===== src/rtl/mu0_pkg.sv =====
// Shared MU0 definitions: opcodes, control-phase encoding and opcode classification.
package mu0_pkg;

    localparam int unsigned IR_W   = 16;
    localparam int unsigned OPC_W  = 4;
    localparam int unsigned ADDR_W = 12;

    localparam logic [OPC_W-1:0] OPC_LDA = 4'h0;
    localparam logic [OPC_W-1:0] OPC_STA = 4'h1;
    localparam logic [OPC_W-1:0] OPC_ADD = 4'h2;
    localparam logic [OPC_W-1:0] OPC_SUB = 4'h3;
    localparam logic [OPC_W-1:0] OPC_JMP = 4'h4;
    localparam logic [OPC_W-1:0] OPC_JGE = 4'h5;
    localparam logic [OPC_W-1:0] OPC_JNE = 4'h6;
    localparam logic [OPC_W-1:0] OPC_STP = 4'h7;
    localparam logic [OPC_W-1:0] OPC_AND = 4'h8;
    localparam logic [OPC_W-1:0] OPC_LSL = 4'h9;
    localparam logic [OPC_W-1:0] OPC_LSR = 4'hA;

    // One-hot so every phase strobe is a flop output.
    localparam int unsigned PH_W = 5;
    typedef enum logic [PH_W-1:0] {
        PH_IDLE  = 5'b00001,
        PH_FETCH = 5'b00010,
        PH_EXEC1 = 5'b00100,
        PH_EXEC2 = 5'b01000,
        PH_HALT  = 5'b10000
    } phase_e;

    localparam int unsigned PH_FETCH_BIT = 1;
    localparam int unsigned PH_EXEC1_BIT = 2;
    localparam int unsigned PH_EXEC2_BIT = 3;
    localparam int unsigned PH_HALT_BIT  = 4;

    function automatic logic is_two_phase(input logic [OPC_W-1:0] op);
        return (op == OPC_LDA) || (op == OPC_ADD) || (op == OPC_SUB);
    endfunction

endpackage


===== src/rtl/mu0_phase_sequencer_step_edge_detect.sv =====
// Registered rising-edge detector for the single-step request.
module step_edge_detect (
    input  logic clk,
    input  logic rst,
    input  logic step_i,
    output logic rise_c
);

    logic step_q;

    always_ff @(posedge clk or posedge rst) begin
        if (rst) begin
            step_q <= 1'b0;
        end else begin
            step_q <= step_i;
        end
    end

    assign rise_c = step_i & ~step_q;

endmodule


===== src/rtl/mu0_phase_sequencer.sv =====
// MU0 control-phase sequencer: owns the IR, drives FETCH/EXEC1/EXEC2 strobes to the decoder,
// supports free-run and single-step, halts on STP and counts active cycles.
module mu0_phase_sequencer
    import mu0_pkg::*;
#(
    parameter int unsigned        CNT_W    = 16,
    parameter logic [IR_W-1:0]    IR_RESET = 16'h0000
) (
    input  logic              CLK,
    input  logic              RESET,
    input  logic              RUN,
    input  logic              STEP,
    input  logic [IR_W-1:0]   MEM_Q,
    output logic              FETCH,
    output logic              EXEC1,
    output logic              EXEC2,
    output logic [OPC_W-1:0]  OP,
    output logic [ADDR_W-1:0] ADDR_FIELD,
    output logic              IR_LOAD,
    output logic              INSTR_DONE,
    output logic              HALTED,
    output logic [CNT_W-1:0]  CYCLE_CNT
);

    localparam logic [CNT_W-1:0] CNT_MAX = '1;

    phase_e           state_q, state_d;
    logic [IR_W-1:0]  ir_q, ir_d;
    logic             done_q, done_d;
    logic [CNT_W-1:0] cnt_q, cnt_d;
    logic             step_rise_c;
    logic             active_c;

    step_edge_detect u_step_edge (
        .clk    (CLK),
        .rst    (RESET),
        .step_i (STEP),
        .rise_c (step_rise_c)
    );

    always_ff @(posedge CLK or posedge RESET) begin
        if (RESET) begin
            state_q <= PH_IDLE;
            ir_q    <= IR_RESET;
            done_q  <= 1'b0;
            cnt_q   <= '0;
        end else begin
            state_q <= state_d;
            ir_q    <= ir_d;
            done_q  <= done_d;
            cnt_q   <= cnt_d;
        end
    end

    assign active_c = state_q[PH_FETCH_BIT] | state_q[PH_EXEC1_BIT] | state_q[PH_EXEC2_BIT];

    always_comb begin
        state_d = state_q;
        ir_d    = ir_q;
        cnt_d   = cnt_q;
        done_d  = 1'b0;

        unique case (state_q)
            PH_IDLE: begin
                if (RUN || step_rise_c) begin
                    state_d = PH_FETCH;
                end
            end
            PH_FETCH: begin
                ir_d    = MEM_Q;
                state_d = PH_EXEC1;
            end
            PH_EXEC1: begin
                if (is_two_phase(ir_q[IR_W-1 -: OPC_W])) begin
                    state_d = PH_EXEC2;
                end else if (ir_q[IR_W-1 -: OPC_W] == OPC_STP) begin
                    state_d = PH_HALT;
                end else begin
                    state_d = RUN ? PH_FETCH : PH_IDLE;
                end
            end
            PH_EXEC2: begin
                state_d = RUN ? PH_FETCH : PH_IDLE;
            end
            PH_HALT: begin
                state_d = PH_HALT;
            end
            default: begin
                state_d = PH_IDLE;
            end
        endcase

        // INSTR_DONE is registered, so it is decided from the phase being entered.
        done_d = (state_d == PH_EXEC2) ||
                 ((state_d == PH_EXEC1) && !is_two_phase(ir_d[IR_W-1 -: OPC_W]));

        if (active_c && (cnt_q != CNT_MAX)) begin
            cnt_d = cnt_q + CNT_W'(1);
        end
    end

    assign FETCH      = state_q[PH_FETCH_BIT];
    assign EXEC1      = state_q[PH_EXEC1_BIT];
    assign EXEC2      = state_q[PH_EXEC2_BIT];
    assign HALTED     = state_q[PH_HALT_BIT];
    assign IR_LOAD    = state_q[PH_FETCH_BIT];
    assign INSTR_DONE = done_q;
    assign OP         = ir_q[IR_W-1 -: OPC_W];
    assign ADDR_FIELD = ir_q[ADDR_W-1:0];
    assign CYCLE_CNT  = cnt_q;

endmodule


===== config.mk =====
export PLATFORM = sky130hd
export DESIGN_NAME = mu0_phase_sequencer
export DESIGN_NICKNAME = d
export VERILOG_FILES = /design/src/rtl/mu0_pkg.sv /design/src/rtl/mu0_phase_sequencer_step_edge_detect.sv /design/src/rtl/mu0_phase_sequencer.sv
export SDC_FILE = /design/constraint.sdc
export NUM_CORES = 1
export LEC_CHECK = 0
export CAP_MARGIN = 20
export CORE_MARGIN = 1.5
export CORE_UTILIZATION = 45
export DETAILED_ROUTE_END_ITERATION = 10
export HOLD_SLACK_MARGIN = 0.08
export PLACE_DENSITY = 0.78
export SLEW_MARGIN = 20
export SYNTH_ARGS = -nofsm -noshare
export SYNTH_HDL_FRONTEND = slang
export SYNTH_HIERARCHICAL = 1
export SYNTH_SLANG_ARGS = --single-unit

===== constraint.sdc =====
create_clock -name CLK -period 2.2 [get_ports CLK]
set_clock_uncertainty 0.05 [all_clocks]
set_input_delay 0.44 -clock CLK [delete_from_list [all_inputs] [get_ports CLK]]
set_output_delay 0.44 -clock CLK [all_outputs]
set_load 0.01 [all_outputs]

# Word-level counts from Yosys, hierarchy flattened
# Cells that the tools add are included.
# classes
n_addsub,1
n_mul,0
n_div,0
n_lt_le_gt_ge,0
n_eq_ne,13
shifts,0
muxes,6
bitwise,4
n_reduce_logical,11
# ops
cell,count
5-bit case mux with 5 select lines,1
"16-bit by 1-bit adder with 16-bit output, second input constant",1
"4-bit by 2-bit equality test with 1-bit output, second input constant",4
16-bit two-way mux,1
"16-bit inequality test, second input constant",1
5-bit two-way mux,3
"5-bit by 3-bit equality test with 1-bit output, second input constant",2
"5-bit by 4-bit equality test with 1-bit output, second input constant",2
4-bit zero test,2
1-bit logical OR,6
"5-bit by 1-bit equality test with 1-bit output, second input constant",1
"5-bit by 2-bit equality test with 1-bit output, second input constant",1
"5-bit equality test, second input constant",1
"4-bit by 3-bit equality test with 1-bit output, second input constant",1
1-bit logical AND,2
2-bit two-way mux,1
1-bit bitwise OR,2
1-bit bitwise AND,1
1-bit zero test,1
1-bit inverter,1
# totals
regBits,39
latchBits,0
ram_bits,0
mem_bits_ro,0
inputBits,20
output_inout_bits,38
elab_cells,41
memories,0

# Depth between registers and ports, before layout
# Gate-level depths: netlist (run 1).
# logic_depth
depth_word,8
depth_mapped,6
depth_no_buf,5

# Hierarchy
# The synthesis (run 1) kept the hierarchy.
# by_module_without_submodules
mod,instances,cells_each,area_each_um2,seq_area_each_um2
mu0_phase_sequencer,1,140,1749.2,952.2
step_edge_detect,1,3,42.5,25.0

# Worst setup path after synthesis (run 1)
# No wires, ideal clock.
# synth_timing
path_kind,register to register
start,"reg cnt_q[0], in the netlist CYCLE_CNT[0]"
end,"reg cnt_q[1], in the netlist CYCLE_CNT[1]"
setup_time_ns,0.125
t_arrival_ns,1.652
required_time_ns,2.025
slack_ns,0.373
stages_incl_launch_ff,7
n_path_buf,1
synth_period_minus_slack_ns,1.827
path_cell_list,dfrtp_1 > ha_1 > and3_1 > and4b_1 > buf_4 > nor2_1 > mux2_2
# synth_via
elab_chain_len,2
elab_cells_between_ends,3
cone_classes,add/sub: 1; eq/ne: 1; reduce/logical: 1
# synth_lines
item,line_no,rtl
from (decl),mu0_phase_sequencer.sv:30,"logic [CNT_W-1:0] cnt_q, cnt_d;"
from (signal assigned),mu0_phase_sequencer.sv:51,cnt_q <= cnt_d;
branches (longest 2 deep; another with 16-bit by 1-bit adder with 16-bit output),--,
# Several ways; the timed one is not identified.
# A chain may end at the register's enable or synchronous reset.

# Final worst setup path (run 1)
# Ends and elaborated chain as after synthesis.

==> results of run 1 <==
## cell families after synthesis
group | count (synthesis) | share of synthesized area (%)
AOI/OAI and AO/OA | 15 | 5.52
xor gates and xnor gates | 16 | 7.82
adders and majority gates | 1 | 0.698
buffers and inverters | 11 | 2.93
DFF | 39 | 54.5
muxes | 16 | 10.1
and+or+nand+nor | 45 | 18.4
## through the flow
| step | setup WS (ns) | hold WS, ns | cells | utilization, % |
|---|---|---|---|---|
| 2_1_floorplan | 0.373 | 0.119 | 143 | - |
| 3_3_place_gp | 0.426 | 0.422 | 246 | 64.5 |
| 3_5_place_dp | 0.333 | 0.434 | 246 | 64.5 |
| 4_1_cts | 0.318 | 0.248 | 254 | 67.2 |
| 5_1_grt | 0.203 | 0.290 | 254 | 67.2 |
| 6_report | 0.307 | 0.250 | 254 | 67.2 |
## synthesized netlist by cell type, drive strengths merged
| master | count | area share, % |
|---|---|---|
| and4 | 2 | 0.98 |
| dfstp | 1 | 1.5 |
| nand3b | 4 | 1.7 |
| a2111oi | 1 | 0.49 |
| a22o | 1 | 0.49 |
| nor3b | 1 | 0.42 |
| nor2b | 3 | 1.5 |
| o2111ai | 1 | 0.49 |
| nand3 | 7 | 2.0 |
| mux2 | 16 | 10 |
| and3 | 2 | 0.70 |
| a21oi | 2 | 0.56 |
| o311ai | 1 | 0.49 |
| inv | 6 | 1.3 |
| xnor2 | 6 | 2.9 |
| nand2 | 4 | 0.84 |
| a211oi | 1 | 0.42 |
| nor4 | 3 | 1.4 |
| buf | 5 | 1.7 |
| o21bai | 1 | 0.42 |
| o22a | 1 | 0.49 |
| o21ai | 6 | 1.7 |
| and4b | 2 | 1.1 |
| ha | 1 | 0.70 |
| or3 | 1 | 0.63 |
| xor2 | 10 | 4.9 |
| nand4 | 4 | 1.7 |
| dfrtp | 38 | 53 |
| nor4b | 3 | 3.0 |
| nor3 | 6 | 1.7 |
| or4 | 1 | 0.42 |
| nor2 | 2 | 0.42 |
## final timing paths
| kind | end | depth (start not counted) |
|---|---|---|
| worst max-delay path | CYCLE_CNT[1] | 5 |
| worst min-delay path | u_step_edge/step_q | 2 |
| worst max register to register | CYCLE_CNT[1] | 5 |
| worst min register to register | CYCLE_CNT[14] | 1 |
| max in group asynchronous | state_q[0] | 3 |
| min in group CLK | CYCLE_CNT[14] | 1 |
## registers in the layout (all words and copies together) (netlist names)
name and cells:
state_q 5, ir_q 16, CYCLE_CNT 16, u_step_edge/step_q 1
INSTR_DONE 1
## routing by layer
layer  vias up  wire length [microns]  part of all wire (%)  global-route usage [%]
li1        641                      -                     -                       -
met1       674                   1540                    42                    22.2
met2        38                   1950                    52                    35.5
met3         7                    179                   4.8                    3.92
met4         0                     42                   1.1                    6.12
met5         -                      0                     0                       0
## worst max-delay path: stages (launching register included)
cell and delay (ns):
dfrtp_1 0.43, ha_1 0.24, and3_1 0.20, and4b_1 0.29, nor2_1 0.21, mux2_2 0.36
## cell type report
cell class                 instances  area, sq um  share of cell area, %
clock buffer                       8          100                   3.98
inverter                           6         22.5                  0.896
multi-input combinational         93          762                   30.3
sequential                        39          977                   38.9
tap                               48         60.1                   2.39
timing repair buffer              60          593                   23.6
## where the power goes
group | switching, W | internal (W)
clock network | 0.000236 | 0.000286
registers | 0.000231 | 0.000968
logic | 0.000489 | 0.000741
total | 0.000957 | 0.00200
==> flow_summary.yaml, run 1 <==
run_status:
  status: "completed"
setup_path:
  path_max_fanout: 8
  r2r_start: "CYCLE_CNT[0]"
  crit_path_start_kind: "register"
  cp-end-kind: "register"
  worstPathRequired_ns: 2.32
  crit_type: "reg -> reg"
  worst_ep_arrival_time_ns: 2.01
  r2r_setup_slack_ns: 0.31
  crit_path_start: "CYCLE_CNT[0]"
timing:
  period_share_pct: 86.1
  tightest_slew_ns: 0.653
  relSlewSlack_pct: 55.3
  fmax_mhz: 528
  setup_tns_ns: 0
  report.final.slew_viol_count: 0
  hold_violations: 0
  rsz0062_at_grt: "false"
  setup_viol: 0
  min_period_ns: 1.89
synth:
  syn_area_sq_um: 1790
  synthDistinctLibCells: 38
  avgSynthCellArea_sq_um: 12.5
  ys_warn_count: 6
  synthCells: 143
  syn_nets: 164
  synth-seq-cells: 39
  seq_area_frac_synth_pct: 54.5
global_route:
  grt_pass1_wl_microns: 6470
  grt_antenna_before_repair: 0
  track_usage_pct: 19.3
  grt_max_degree: 39
  grt_remaining_overflow: 0
  grt_pass1_vias: 1453
routing:
  routed-via-count: 1360
  firstDrtPassIters: 4
  route.detailed.drc: 0
  vias_per_cell: 5.35
  postRouteWirelength_microns: 3710
  ant_nets: 0
  wl_per_cell_microns: 14.6
  drt-initial-drc-count: 41
layout:
  final_area_sq_um: 2510
  fillers: 309
  n_antenna_cell: 0
  synthToLayoutAreaGrowth_pct: 40.4
  final_cell_mix: "57 x clkdlybuf4s50_1, 38 x dfrtp_1, 16 x mux2_2"
  drive_gt1_share_pct: 16.5
  final_common_cell: "clkdlybuf4s50_1"
  nNetsFinal: 226
placed_design:
  place_area_sq_um: 2410
  gp_congestion: 0.795
  hpwl_microns: 2750
  io_buffers: 57
floorplan:
  core_area_sq_um: 3740
  start_util_pct: 47.9
  dieArea_sq_um: 4370
  dieWidth_microns: 66.1
  die_height_microns: 66.1
  row_count: 22
  io_pins: 58
cts:
  post_cts_resized: 0
  cts_root_buf: "clkbuf_8"
  tritoncts: "built"
  clkTransAtPathRegs_ns: 0.07
  postCtsSetupRepairBufs: 0
  cts_max_level: 2
  numCtsBuffers: 5
  clkLatencyLatePin_ns: 0.29
  holdBufCountCts: 0
  clock-sinks: 39
  clockBufferDepth: 2
power:
  power_density_nw_per_um2: 1170
  leakagePower_nw: 1.08
  power_w: 0.00295
  ir_worst_vdd_mv: 0.721
flow_run:
  drv_cap: 0
worst_hold_path:
  hp-class: "in -> async"
Power figures use the tool's default switching activity.
==> run 2: changes to the inputs <==
--- a/config.mk
+++ b/config.mk
@@ -12,3 +12,4 @@
 export HOLD_SLACK_MARGIN = 0.08
-export PLACE_DENSITY = 0.78
+export PLACE_DENSITY_LB_ADDON = 0.05
+export SETUP_SLACK_MARGIN = 0.5
 export SLEW_MARGIN = 20
==> constraint.sdc (replaced) <==
create_clock -name CLK -period 2.2 [get_ports CLK]
set_clock_uncertainty 0.05 [all_clocks]
set_input_delay 0.22 -clock CLK [delete_from_list [all_inputs] [get_ports CLK]]
set_output_delay 0.22 -clock CLK [all_outputs]
set_load 0.01 [all_outputs]
==> run 2 against run 1 <==
  * Worst hold slack better by 0.12 ns
  * Critical path depth is the same
  * Clock power is 15% lower
  * Die area unchanged
  * Routed wire length down 2.6%
  * Critical endpoint unchanged
  * Largest cell class unchanged
==> flow_summary.yaml, run 2 (synthesis results as in run 1) <==
cts:
  clock-sinks: 39
  cts_root_buf: "clkbuf_8"
  clockBufferDepth: 2
  cts_max_level: 2
  tritoncts: "built"
  clkLatencyLatePin_ns: 0.28
  clkTransAtPathRegs_ns: 0.07
  numCtsBuffers: 5
power:
  power_w: 0.00299
  leakagePower_nw: 1.12
  power_density_nw_per_um2: 1150
  ir_worst_vdd_mv: 0.712
routing:
  vias_per_cell: 5.17
  drt-initial-drc-count: 46
  routed-via-count: 1361
  firstDrtPassIters: 4
  postRouteWirelength_microns: 3610
  wl_per_cell_microns: 13.7
  route.detailed.drc: 0
  ant_nets: 0
layout:
  final_area_sq_um: 2610
  final_common_cell: "clkdlybuf4s50_1"
  fillers: 305
  synthToLayoutAreaGrowth_pct: 45.9
  fin_util_pct: 69.8
  nNetsFinal: 235
  final_cell_mix: "57 x clkdlybuf4s50_1, 33 x dfrtp_1, 16 x mux2_2"
  drive_gt1_share_pct: 24.7
  n_antenna_cell: 0
floorplan:
  io_pins: 58
  dieArea_sq_um: 4370
  dieWidth_microns: 66.1
  die_height_microns: 66.1
  start_util_pct: 47.9
  core_area_sq_um: 3740
  row_count: 22
global_route:
  grt_pass1_wl_microns: 6200
  grt_antenna_before_repair: 0
  grt-busiest-layer: "met2"
  gr-usage-met2_pct: 32.1
  use_met1_pct: 21.2
  grt.met3_usage_pct: 5.62
  grt_pass1_vias: 1411
  track_usage_pct: 18.5
  grt_remaining_overflow: 0
  grt_max_degree: 39
setup_path:
  r2r-end: "CYCLE_CNT[1]"
  worstPathRequired_ns: 2.31
  crit_type: "reg -> reg"
  reg2reg_depth: 5
  worst_ep_arrival_time_ns: 1.75
  cp-end-kind: "register"
  r2r_start: "CYCLE_CNT[0]"
  r2r_setup_slack_ns: 0.56
  endpoint: "CYCLE_CNT[1]"
  crit_path_start: "CYCLE_CNT[0]"
  path_max_fanout: 8
  crit_path_start_kind: "register"
timing:
  relSlewSlack_pct: 69.0
  setup_viol: 0
  hold_violations: 0
  rsz0062_at_grt: "true"
  min_period_ns: 1.64
  period_share_pct: 74.6
  tightest_slew_ns: 0.465
  report.final.slew_viol_count: 0
  worst_slack_ns: 0.558
  fmax_mhz: 609
  setup_tns_ns: 0
run_status:
  status: "completed"
placed_design:
  dp_slack_ns: 0.436
  hpwl_microns: 2670
  gp_congestion: 0.778
  place_area_sq_um: 2440
  io_buffers: 57
flow_run:
  drv_cap: 0
worst_hold_path:
  hp-class: "in -> reg"
[run 2: cell types whose count changed in the layout (fill, tap and decap cells not counted), sizes merged]
cell	delta
buf	+8
clkinv	+1
clkbuf	-1
dlygate4sd3	+1
[run 2: report_power, final]
part / internal, W / leakage [nW] / switching [W]
Combinational: 0.000829 / 0.589 / 0.000521
Sequential: 0.000975 / 0.483 / 0.000225
Clock: 0.000222 / 0.0422 / 0.000221
[run 2: area by class of cell]
class / instances / area [sq um] / share of cell area [%]
clock inverter: 1 / 5.00 / 0.191
sequential: 39 / 983 / 37.6
multi-input combinational: 93 / 803 / 30.7
clock buffer: 7 / 76.3 / 2.92
timing repair buffer: 69 / 663 / 25.4
tap: 48 / 60.1 / 2.30
inverter: 6 / 22.5 / 0.862
[run 2: repair_timing]
| action | CTS | global route |
|---|---|---|
| setup buffers | 0 | 8 |
| pin swaps | 0 | 1 |
| resized for setup | 3 | 7 |
| hold buffers | 1 | 0 |
| endpoints found under the setup margin | 5 | 12 |
| hold endpoints to repair | 1 | 0 |
[run 2: metrics by stage]
stage                     hold slack (ns)  std cells
after floorplan                    -0.101        143
after global placement              0.338        246
after detailed placement            0.351        246
after CTS                           0.371        255
after global routing                0.370        263
final                               0.372        263
[run 2: worst min path at each step]
stage / slack, ns / endpoint / start / depth (start not counted)
2_1_floorplan: -0.10 / u_step_edge/step_q / RESET / 1
5_1_grt: 0.37 / u_step_edge/step_q / STEP / 1
3_5_place_dp: 0.35 / u_step_edge/step_q / RESET / 2
6_report: 0.37 / u_step_edge/step_q / STEP / 1
4_1_cts: 0.37 / u_step_edge/step_q / STEP / 1
3_3_place_gp: 0.34 / u_step_edge/step_q / RESET / 2
[run 2: metal layers]
metal / vias to the layer above / routed length, microns
met5: - / 0
met4: 0 / 22
met3: 2 / 211
met2: 40 / 1890
met1: 663 / 1490
li1: 656 / -
[run 2: critical path, stage by stage (launching register included)]
cell and delay (ns):
dfrtp_2 0.44, ha_4 0.17, and3_4 0.17, and4b_4 0.23
nor2_4 0.13, mux2_2 0.33
